**config.mk**
```make
export PLATFORM = sky130hd
export DESIGN_NAME = sramlike_axi_bridge
export DESIGN_NICKNAME = d
export VERILOG_FILES = /design/src/rtl/sramlike_axi_bridge.sv
export SDC_FILE = /design/constraint.sdc
export NUM_CORES = 1
export LEC_CHECK = 0
export ABC_AREA = 1
export CAP_MARGIN = 0
export CORE_UTILIZATION = 31
export DETAILED_ROUTE_END_ITERATION = 8
export PLACE_DENSITY = 0.71
export SETUP_SLACK_MARGIN = 0.1
export SLEW_MARGIN = 5
export SYNTH_ARGS = -nofsm -noshare
export SYNTH_HDL_FRONTEND = slang
export SYNTH_SLANG_ARGS = --single-unit
```
**constraint.sdc**
```tcl
create_clock -name clk -period 2.3 [get_ports clk]
set_input_delay 0.46 -clock clk [delete_from_list [all_inputs] [get_ports clk]]
set_output_delay 0.46 -clock clk [all_outputs]
set_load 0.005 [all_outputs]
```
**src/rtl/sramlike_axi_bridge.sv**
```systemverilog
// -----------------------------------------------------------------------------
// sramlike_axi_bridge
//
// Serves the CPU's stall-style instruction-fetch port and data-memory port.
// Each request becomes one single-beat AXI4 read or write on a shared master
// interface. Only one transaction is in flight at a time. Data requests win
// arbitration over fetches. A completed result is held, with its stall low,
// until the pipeline advances (longest_stall == 0).
//
// Ports
//   clk, rst            clock, synchronous active-low reset
//   longest_stall       pipeline-wide stall; low means the pipeline advances
//   inst_*              fetch port: req/addr in, rdata/stall out
//   data_*              data port: req/wr/size/addr/wdata in, rdata/stall out
//   ar*/r*              AXI read address / read data channels
//   aw*/w*/b*           AXI write address / write data / write response
// -----------------------------------------------------------------------------
module sramlike_axi_bridge #(
  parameter bit         ADDR_MAP = 1'b1,
  parameter logic [3:0] INST_ID  = 4'd0,
  parameter logic [3:0] DATA_ID  = 4'd1
) (
  input  logic        clk,
  input  logic        rst,
  input  logic        longest_stall,
  // fetch port
  input  logic        inst_req,
  input  logic [31:0] inst_addr,
  output logic [31:0] inst_rdata,
  output logic        inst_stall,
  // data port
  input  logic        data_req,
  input  logic        data_wr,
  input  logic [1:0]  data_size,
  input  logic [31:0] data_addr,
  input  logic [31:0] data_wdata,
  output logic [31:0] data_rdata,
  output logic        data_stall,
  // AXI read address
  output logic [3:0]  arid,
  output logic [31:0] araddr,
  output logic [7:0]  arlen,
  output logic [2:0]  arsize,
  output logic [1:0]  arburst,
  output logic        arvalid,
  input  logic        arready,
  // AXI read data
  input  logic [3:0]  rid,
  input  logic [31:0] rdata,
  input  logic [1:0]  rresp,
  input  logic        rlast,
  input  logic        rvalid,
  output logic        rready,
  // AXI write address
  output logic [3:0]  awid,
  output logic [31:0] awaddr,
  output logic [7:0]  awlen,
  output logic [2:0]  awsize,
  output logic [1:0]  awburst,
  output logic        awvalid,
  input  logic        awready,
  // AXI write data
  output logic [31:0] wdata,
  output logic [3:0]  wstrb,
  output logic        wlast,
  output logic        wvalid,
  input  logic        wready,
  // AXI write response
  input  logic [3:0]  bid,
  input  logic [1:0]  bresp,
  input  logic        bvalid,
  output logic        bready
);

  typedef enum logic [2:0] {
    IDLE        = 3'd0,
    RD_ADDR     = 3'd1,
    RD_DATA     = 3'd2,
    WR_ADDRDATA = 3'd3,
    WR_RESP     = 3'd4
  } state_e;

  state_e      state_q;
  logic        owner_data_q;   // 1: in-flight read belongs to the data port
  logic        inst_done_q;
  logic        data_done_q;
  logic [31:0] inst_rdata_q;
  logic [31:0] data_rdata_q;
  logic        arvalid_q;
  logic [3:0]  arid_q;
  logic [31:0] araddr_q;
  logic [2:0]  arsize_q;
  logic        rready_q;
  logic        awvalid_q;
  logic [3:0]  awid_q;
  logic [31:0] awaddr_q;
  logic [2:0]  awsize_q;
  logic        wvalid_q;
  logic [31:0] wdata_q;
  logic [3:0]  wstrb_q;
  logic        bready_q;

  // kseg0/kseg1 fold onto physical low memory; everything else is untranslated.
  function automatic logic [31:0] map_addr(input logic [31:0] a);
    logic [31:0] m;
    if (ADDR_MAP && (a[31:30] == 2'b10)) begin
      m = {3'b000, a[28:0]};
    end else begin
      m = a;
    end
    return m;
  endfunction

  // size 3 is not a legal request; it is issued as a word and left to the
  // exception logic to flag.
  function automatic logic [2:0] axi_size(input logic [1:0] s);
    logic [2:0] r;
    if (s == 2'd3) begin
      r = 3'd2;
    end else begin
      r = {1'b0, s};
    end
    return r;
  endfunction

  // Byte-lane strobe; store data arrives already shifted into its lanes.
  function automatic logic [3:0] strobe(input logic [1:0] s, input logic [1:0] a);
    logic [3:0] r;
    case (s)
      2'd0:    r = 4'b0001 << a;
      2'd1:    r = a[1] ? 4'b1100 : 4'b0011;
      default: r = 4'b1111;
    endcase
    return r;
  endfunction

  // Request FSM, AXI channel registers, done flags and result holding.
  always_ff @(posedge clk) begin
    if (!rst) begin
      state_q      <= IDLE;
      owner_data_q <= 1'b0;
      inst_done_q  <= 1'b0;
      data_done_q  <= 1'b0;
      inst_rdata_q <= 32'd0;
      data_rdata_q <= 32'd0;
      arvalid_q    <= 1'b0;
      arid_q       <= 4'd0;
      araddr_q     <= 32'd0;
      arsize_q     <= 3'd0;
      rready_q     <= 1'b0;
      awvalid_q    <= 1'b0;
      awid_q       <= 4'd0;
      awaddr_q     <= 32'd0;
      awsize_q     <= 3'd0;
      wvalid_q     <= 1'b0;
      wdata_q      <= 32'd0;
      wstrb_q      <= 4'd0;
      bready_q     <= 1'b0;
    end else begin
      // Pipeline advance retires both held results. A done flag set later in
      // this block overrides the clear: that port was still stalling, so the
      // pipeline cannot really have advanced past it.
      if (!longest_stall) begin
        inst_done_q <= 1'b0;
        data_done_q <= 1'b0;
      end

      case (state_q)
        IDLE: begin
          if (data_req && !data_done_q) begin
            owner_data_q <= 1'b1;
            if (data_wr) begin
              awvalid_q <= 1'b1;
              wvalid_q  <= 1'b1;
              awid_q    <= DATA_ID;
              awaddr_q  <= map_addr(data_addr);
              awsize_q  <= axi_size(data_size);
              wdata_q   <= data_wdata;
              wstrb_q   <= strobe(data_size, data_addr[1:0]);
              state_q   <= WR_ADDRDATA;
            end else begin
              arvalid_q <= 1'b1;
              arid_q    <= DATA_ID;
              araddr_q  <= map_addr(data_addr);
              arsize_q  <= axi_size(data_size);
              state_q   <= RD_ADDR;
            end
          end else if (inst_req && !inst_done_q) begin
            owner_data_q <= 1'b0;
            arvalid_q    <= 1'b1;
            arid_q       <= INST_ID;
            araddr_q     <= map_addr(inst_addr);
            arsize_q     <= 3'd2;
            state_q      <= RD_ADDR;
          end else begin
            state_q <= IDLE;
          end
        end

        RD_ADDR: begin
          if (arready) begin
            arvalid_q <= 1'b0;
            rready_q  <= 1'b1;
            state_q   <= RD_DATA;
          end else begin
            state_q <= RD_ADDR;
          end
        end

        RD_DATA: begin
          if (rvalid) begin
            rready_q <= 1'b0;
            if (owner_data_q) begin
              data_rdata_q <= rdata;
              data_done_q  <= 1'b1;
            end else begin
              inst_rdata_q <= rdata;
              inst_done_q  <= 1'b1;
            end
            state_q <= IDLE;
          end else begin
            state_q <= RD_DATA;
          end
        end

        WR_ADDRDATA: begin
          // AW and W complete independently; a channel already done counts
          // as complete so both may also finish on the same edge.
          if (awready) begin
            awvalid_q <= 1'b0;
          end
          if (wready) begin
            wvalid_q <= 1'b0;
          end
          if ((awready || !awvalid_q) && (wready || !wvalid_q)) begin
            bready_q <= 1'b1;
            state_q  <= WR_RESP;
          end else begin
            state_q <= WR_ADDRDATA;
          end
        end

        WR_RESP: begin
          if (bvalid) begin
            bready_q    <= 1'b0;
            data_done_q <= 1'b1;
            state_q     <= IDLE;
          end else begin
            state_q <= WR_RESP;
          end
        end

        default: begin
          arvalid_q <= 1'b0;
          rready_q  <= 1'b0;
          awvalid_q <= 1'b0;
          wvalid_q  <= 1'b0;
          bready_q  <= 1'b0;
          state_q   <= IDLE;
        end
      endcase
    end
  end

  assign inst_stall = inst_req & ~inst_done_q;
  assign data_stall = data_req & ~data_done_q;
  assign inst_rdata = inst_rdata_q;
  assign data_rdata = data_rdata_q;

  assign arid    = arid_q;
  assign araddr  = araddr_q;
  assign arlen   = 8'd0;
  assign arsize  = arsize_q;
  assign arburst = 2'b01;
  assign arvalid = arvalid_q;
  assign rready  = rready_q;

  assign awid    = awid_q;
  assign awaddr  = awaddr_q;
  assign awlen   = 8'd0;
  assign awsize  = awsize_q;
  assign awburst = 2'b01;
  assign awvalid = awvalid_q;

  assign wdata   = wdata_q;
  assign wstrb   = wstrb_q;
  assign wlast   = 1'b1;
  assign wvalid  = wvalid_q;
  assign bready  = bready_q;

  // Response IDs/status are not used: ownership comes from the latched state.
  logic unused_s;
  assign unused_s = ^{rid, rresp, rlast, bid, bresp};

endmodule

```
Word-level counts from Yosys, hierarchy flattened
Index checks and enable logic that the tools add are counted.

word-level totals
  register bits = 186
  bits of input ports = 154
  output and inout port bits = 206
  logic and storage cells = 124

cells by class
  eq/ne operators = 19
  shifts and indexed selects = 1
  muxes and demuxes = 50
  bitwise gates (word level) = 9
  reductions and logical operators = 26

operators with widths
  operator                                              count
  2-to-1 mux 32 bit                                     5
  2-to-1 mux 1 bit                                      23
  2-to-1 mux 3 bit                                      6
  inequality test 2 bit (second input constant)         9
  AND reduction 3 bit                                   6
  2-to-1 mux 4 bit                                      4
  case mux 1 bit (3 select lines)                       5
  case mux 3 bit (5 select lines)                       1
  AND reduction 4 bit                                   3
  OR reduction 3 bit                                    4
  2-to-1 mux 2 bit                                      4
  case mux 4 bit (2 select lines)                       1
  inverter 1 bit                                        7
  equality test 2 bit (second input constant)           3
  equality test 3 x 2 -> 1 bit (second input constant)  2
  inequality test 3 bit (second input constant)         2
  logical NOT 1 bit                                     4
  << shifter 1 x 2 -> 4 bit (first input constant)      1
  equality test 3 x 1 -> 1 bit (second input constant)  1
  equality test 3 bit (second input constant)           1
  logical AND 1 bit                                     3
  logical NOT 3 bit                                     1
  AND 1 bit                                             2
  equality test 2 x 1 -> 1 bit (second input constant)  1
  other kinds (5)                                       6

Logic depth before layout (Yosys ltp)
  depth in word-level cells = 5
  depth in mapped cells = 10
  mapped depth without buffers = 8

Worst setup path before layout
OpenSTA, ideal clock, no wires.

  path kind = in2reg
  start = input data_req
  end = register araddr_q[23], in the netlist araddr[23]
  setup time = 0.119 ns
  data arrival time = 1.196 ns
  required time = 2.181 ns
  slack = 0.985 ns
  cell stages on the path = 6
  path buffers = 2
  cells stage by stage = nand2_1 > buf_2 > clkbuf_1 > o21ai_0 > o21ai_0 > a21oi_1

between the ends
  longest elaborated chain between the ends = 3
  elaborated cells on any way between the ends = 5
  those cells by class = eq/ne (1); mux (1); reduce/logical (3)

RTL lines
  what                                                                          line  RTL
  start, declared                                                               32    input logic data_req,
  logical AND 1 bit *                                                           170   if (data_req && !data_done_q) begin
  inequality test 2 bit (no line) / nonzero test 2 bit (equally long branches)  -
  AND reduction 3 bit (no line)                                                 -
  end signal, assigned                                                          184   araddr_q <= map_addr(data_addr);
  end signal, assigned                                                          192   araddr_q <= map_addr(inst_addr);
  end, declared                                                                 91    logic [31:0] araddr_q;

Every way passes the cells marked *; elsewhere a longest branch is shown, timed or not.
A chain may end at the register's enable or synchronous reset.

Worst setup path in the final report
  start = input data_req
  end = output data_stall

between the ends
  longest elaborated chain between the ends = 1

RTL lines
  what           line  RTL
  AND 1 bit      266   assign data_stall = data_req & ~data_done_q;
  end, declared  38    output logic data_stall,

Every way passes these cells.

==> reports/results.ini <==
[route]
wl_per_cell_um = 13.9
viasPerCell = 4.46
ant_nets = 0
vias = 6910
drcViolationCount = 0
routed_wirelength_mm = 21.6
drt-initial-drc-count = 333
first_pass_iters = 4

[synthesis]
yosys_warnings = 0
synthDistinctLibCells = 28
ys_ff_latch = 181
ys_seq_area_share_pct = 50.8
synth.avg_cell_area_um2 = 7.47
syn_area_mm2 = 0.00714
synth_cells = 956

[sta]
grt_setup_unrepaired = false
clock_skew_ns = 0.0121
hold_ws_ns = 0.341
fin_crit_sh_pct = 90.7
worst_pin_slew_ns = 0.637
clock.fmax_mhz = 480
min_period_ns = 2.09
setup_tns_ns = 0
slew_viol_final = 0
slew_headroom_pct = 57.4
setup-violations-final = 0
timing_hold_violations_final = 0

[setup_path]
cp_common_cell = clkdlybuf4s50_1
cp-start-kind = input port
critPathRequiredTime_ns = 1.84
worstPathCellList = clkdlybuf4s50_1 > nand2_2 > inv_1 > clkdlybuf4s50_1
cp.arrival_ns = 1.63
crit_slowest_cell = clkdlybuf4s50_1
cp_num_buf_inv = 3
cp-end-kind = output port
crit_fanout = 3
path_class = in -> out
slowest_delay_ns = 0.50
cpLargestDelayFamily = buffers and inverters

[power_and_ir_drop]
leakagePower_nw = 4.42
power_density_mw_per_mm2 = 725
ir_drop_uv = 376

[floorplanning]
coreArea_mm2 = 0.0226
die_area_mm2 = 0.0236
rows = 55
die_w_um = 154
ios = 360
dieHeight_um = 154
start_util_pct = 31.5

[cells_and_area]
final_nets = 1404
layout_commonest_cell = clkdlybuf4s50_1
syn_to_final_growth_pct = 54.7
layout_common_cells = clkdlybuf4s50_1 (316), nor2_1 (225), o21ai_0 (189)
layout-drive-gt1-share_pct = 5.15
nFillCells = 2176

[cts]
cts_sinks = 181
clk_latency_ns = 0.43
clk_path_buf_depth = 2
cts_tree = done
cts_hold_buf = 0
post_cts_resized = 0
clk_pin_slew_ns = 0.08
cts_htree_levels = 4
cts_setup_buffers = 0
cts_buffers = 17
root_buffer = clkbuf_16

[grt]
grt_use_total_pct = 18.2
grt_pass1_wl_mm = 33.9
grt_overflow_total = 0
antenna_found_initial = 2
grt_max_degree = 73
grt_pass1_vias = 6465

[place]
gp_congestion = 0.856
post-dp-hpwl_mm = 15.7
io_buffers = 317

[worst_hold_path]
hold_path.class = in -> reg

[run_status]
outcome = finished clean

[run]
max_cap_violations = 0

## metrics by stage
| step | instance area (um2) | cells | power, mW | worst slack, ns | utilization, % |
|---|---|---|---|---|---|
| final | 11000 | 1550 | 8.00 | 0.214 | 48.8 |
| after detailed placement | 10500 | 1516 | 5.26 | 0.0543 | 46.3 |
| after CTS | 11000 | 1548 | 8.12 | 0.219 | 48.8 |
| after global placement | 10500 | 1516 | 5.23 | 0.110 | 46.3 |
| after global routing | 11000 | 1548 | 8.44 | 0.149 | 48.8 |
| after floorplan | 7240 | 983 | 4.31 | 0.985 | - |
## logic make-up (layout without fill, tap and decap cells)
logic type | after synthesis | in the layout | synth area share, %
and+or+nand+nor | 321 | 321 | 17.8
AOI/OAI and AO/OA | 276 | 276 | 19.6
other | 2 | 31 | 0.105
DFF | 181 | 181 | 50.8
buffers and inverters | 176 | 456 | 11.8
## cell usage after synthesis, drive strengths merged
master / number / area, um2
o211a: 1 / 10.0
a211oi: 1 / 7.51
nor3: 2 / 10.0
nand4: 3 / 18.8
nand2: 72 / 280
a21oi: 74 / 370
o211ai: 1 / 7.51
a31oi: 2 / 12.5
buf: 60 / 399
o21ai: 195 / 976
o22ai: 1 / 6.26
inv: 87 / 329
dfxtp: 181 / 3620
nand3: 17 / 95.1
conb: 2 / 7.51
nor2: 227 / 867
o21a: 1 / 7.51
clkbuf: 29 / 111
## power by group
| group | internal, mW | switching [mW] | total, mW |
|---|---|---|---|
| logic | 0.901 | 0.725 | 1.63 |
| clock network | 1.44 | 1.39 | 2.82 |
| registers | 3.41 | 0.146 | 3.55 |
## state kept, by name (all words and copies together), names as in the netlist
signal / cells
inst_rdata: 32
awid: 1
owner_data_q: 1
inst_done_q: 1
araddr: 32
wstrb: 4
wvalid: 1
awvalid: 1
awaddr: 32
bready: 1
arvalid: 1
data_done_q: 1
awsize: 2
arid: 1
wdata: 32
arsize: 2
rready: 1
state_q: 3
data_rdata: 32
## path summary, 6_finish.rpt
| check | startpoint | to | slack [ns] | cells after the start |
|---|---|---|---|---|
| max | data_req | data_stall | 0.21 | 4 |
| min | rst | awaddr[11] | 0.34 | 3 |
| max reg2reg | state_q[0] | araddr[4] | 0.59 | 7 |
| min reg2reg | araddr[27] | araddr[27] | 0.44 | 2 |
## cell type report
type | count | area [um2] | share of cell area (%)
repair buffers | 337 | 3380 | 30.6
diodes | 2 | 5.00 | 0.0453
flip-flops and latches | 181 | 3620 | 32.8
well taps | 285 | 357 | 3.23
clock buffers | 18 | 429 | 3.89
multi-input cells | 626 | 2780 | 25.2
clock inverters | 14 | 138 | 1.25
inverters | 87 | 329 | 2.98
## worst min-delay path, stage by stage
cell	delay [ns]
buf_4	0.15
o21ai_0	0.07
a21oi_1	0.04
## layer usage
layer	up-vias	GRT usage [%]	share of wire [%]
met5	-	0	0
met4	0	7.19	2.0
met3	28	5.67	7.3
met2	233	31.0	48
met1	3057	21.4	43
li1	3592	-	-
No activity file was read; power rests on OpenSTA's default activity.
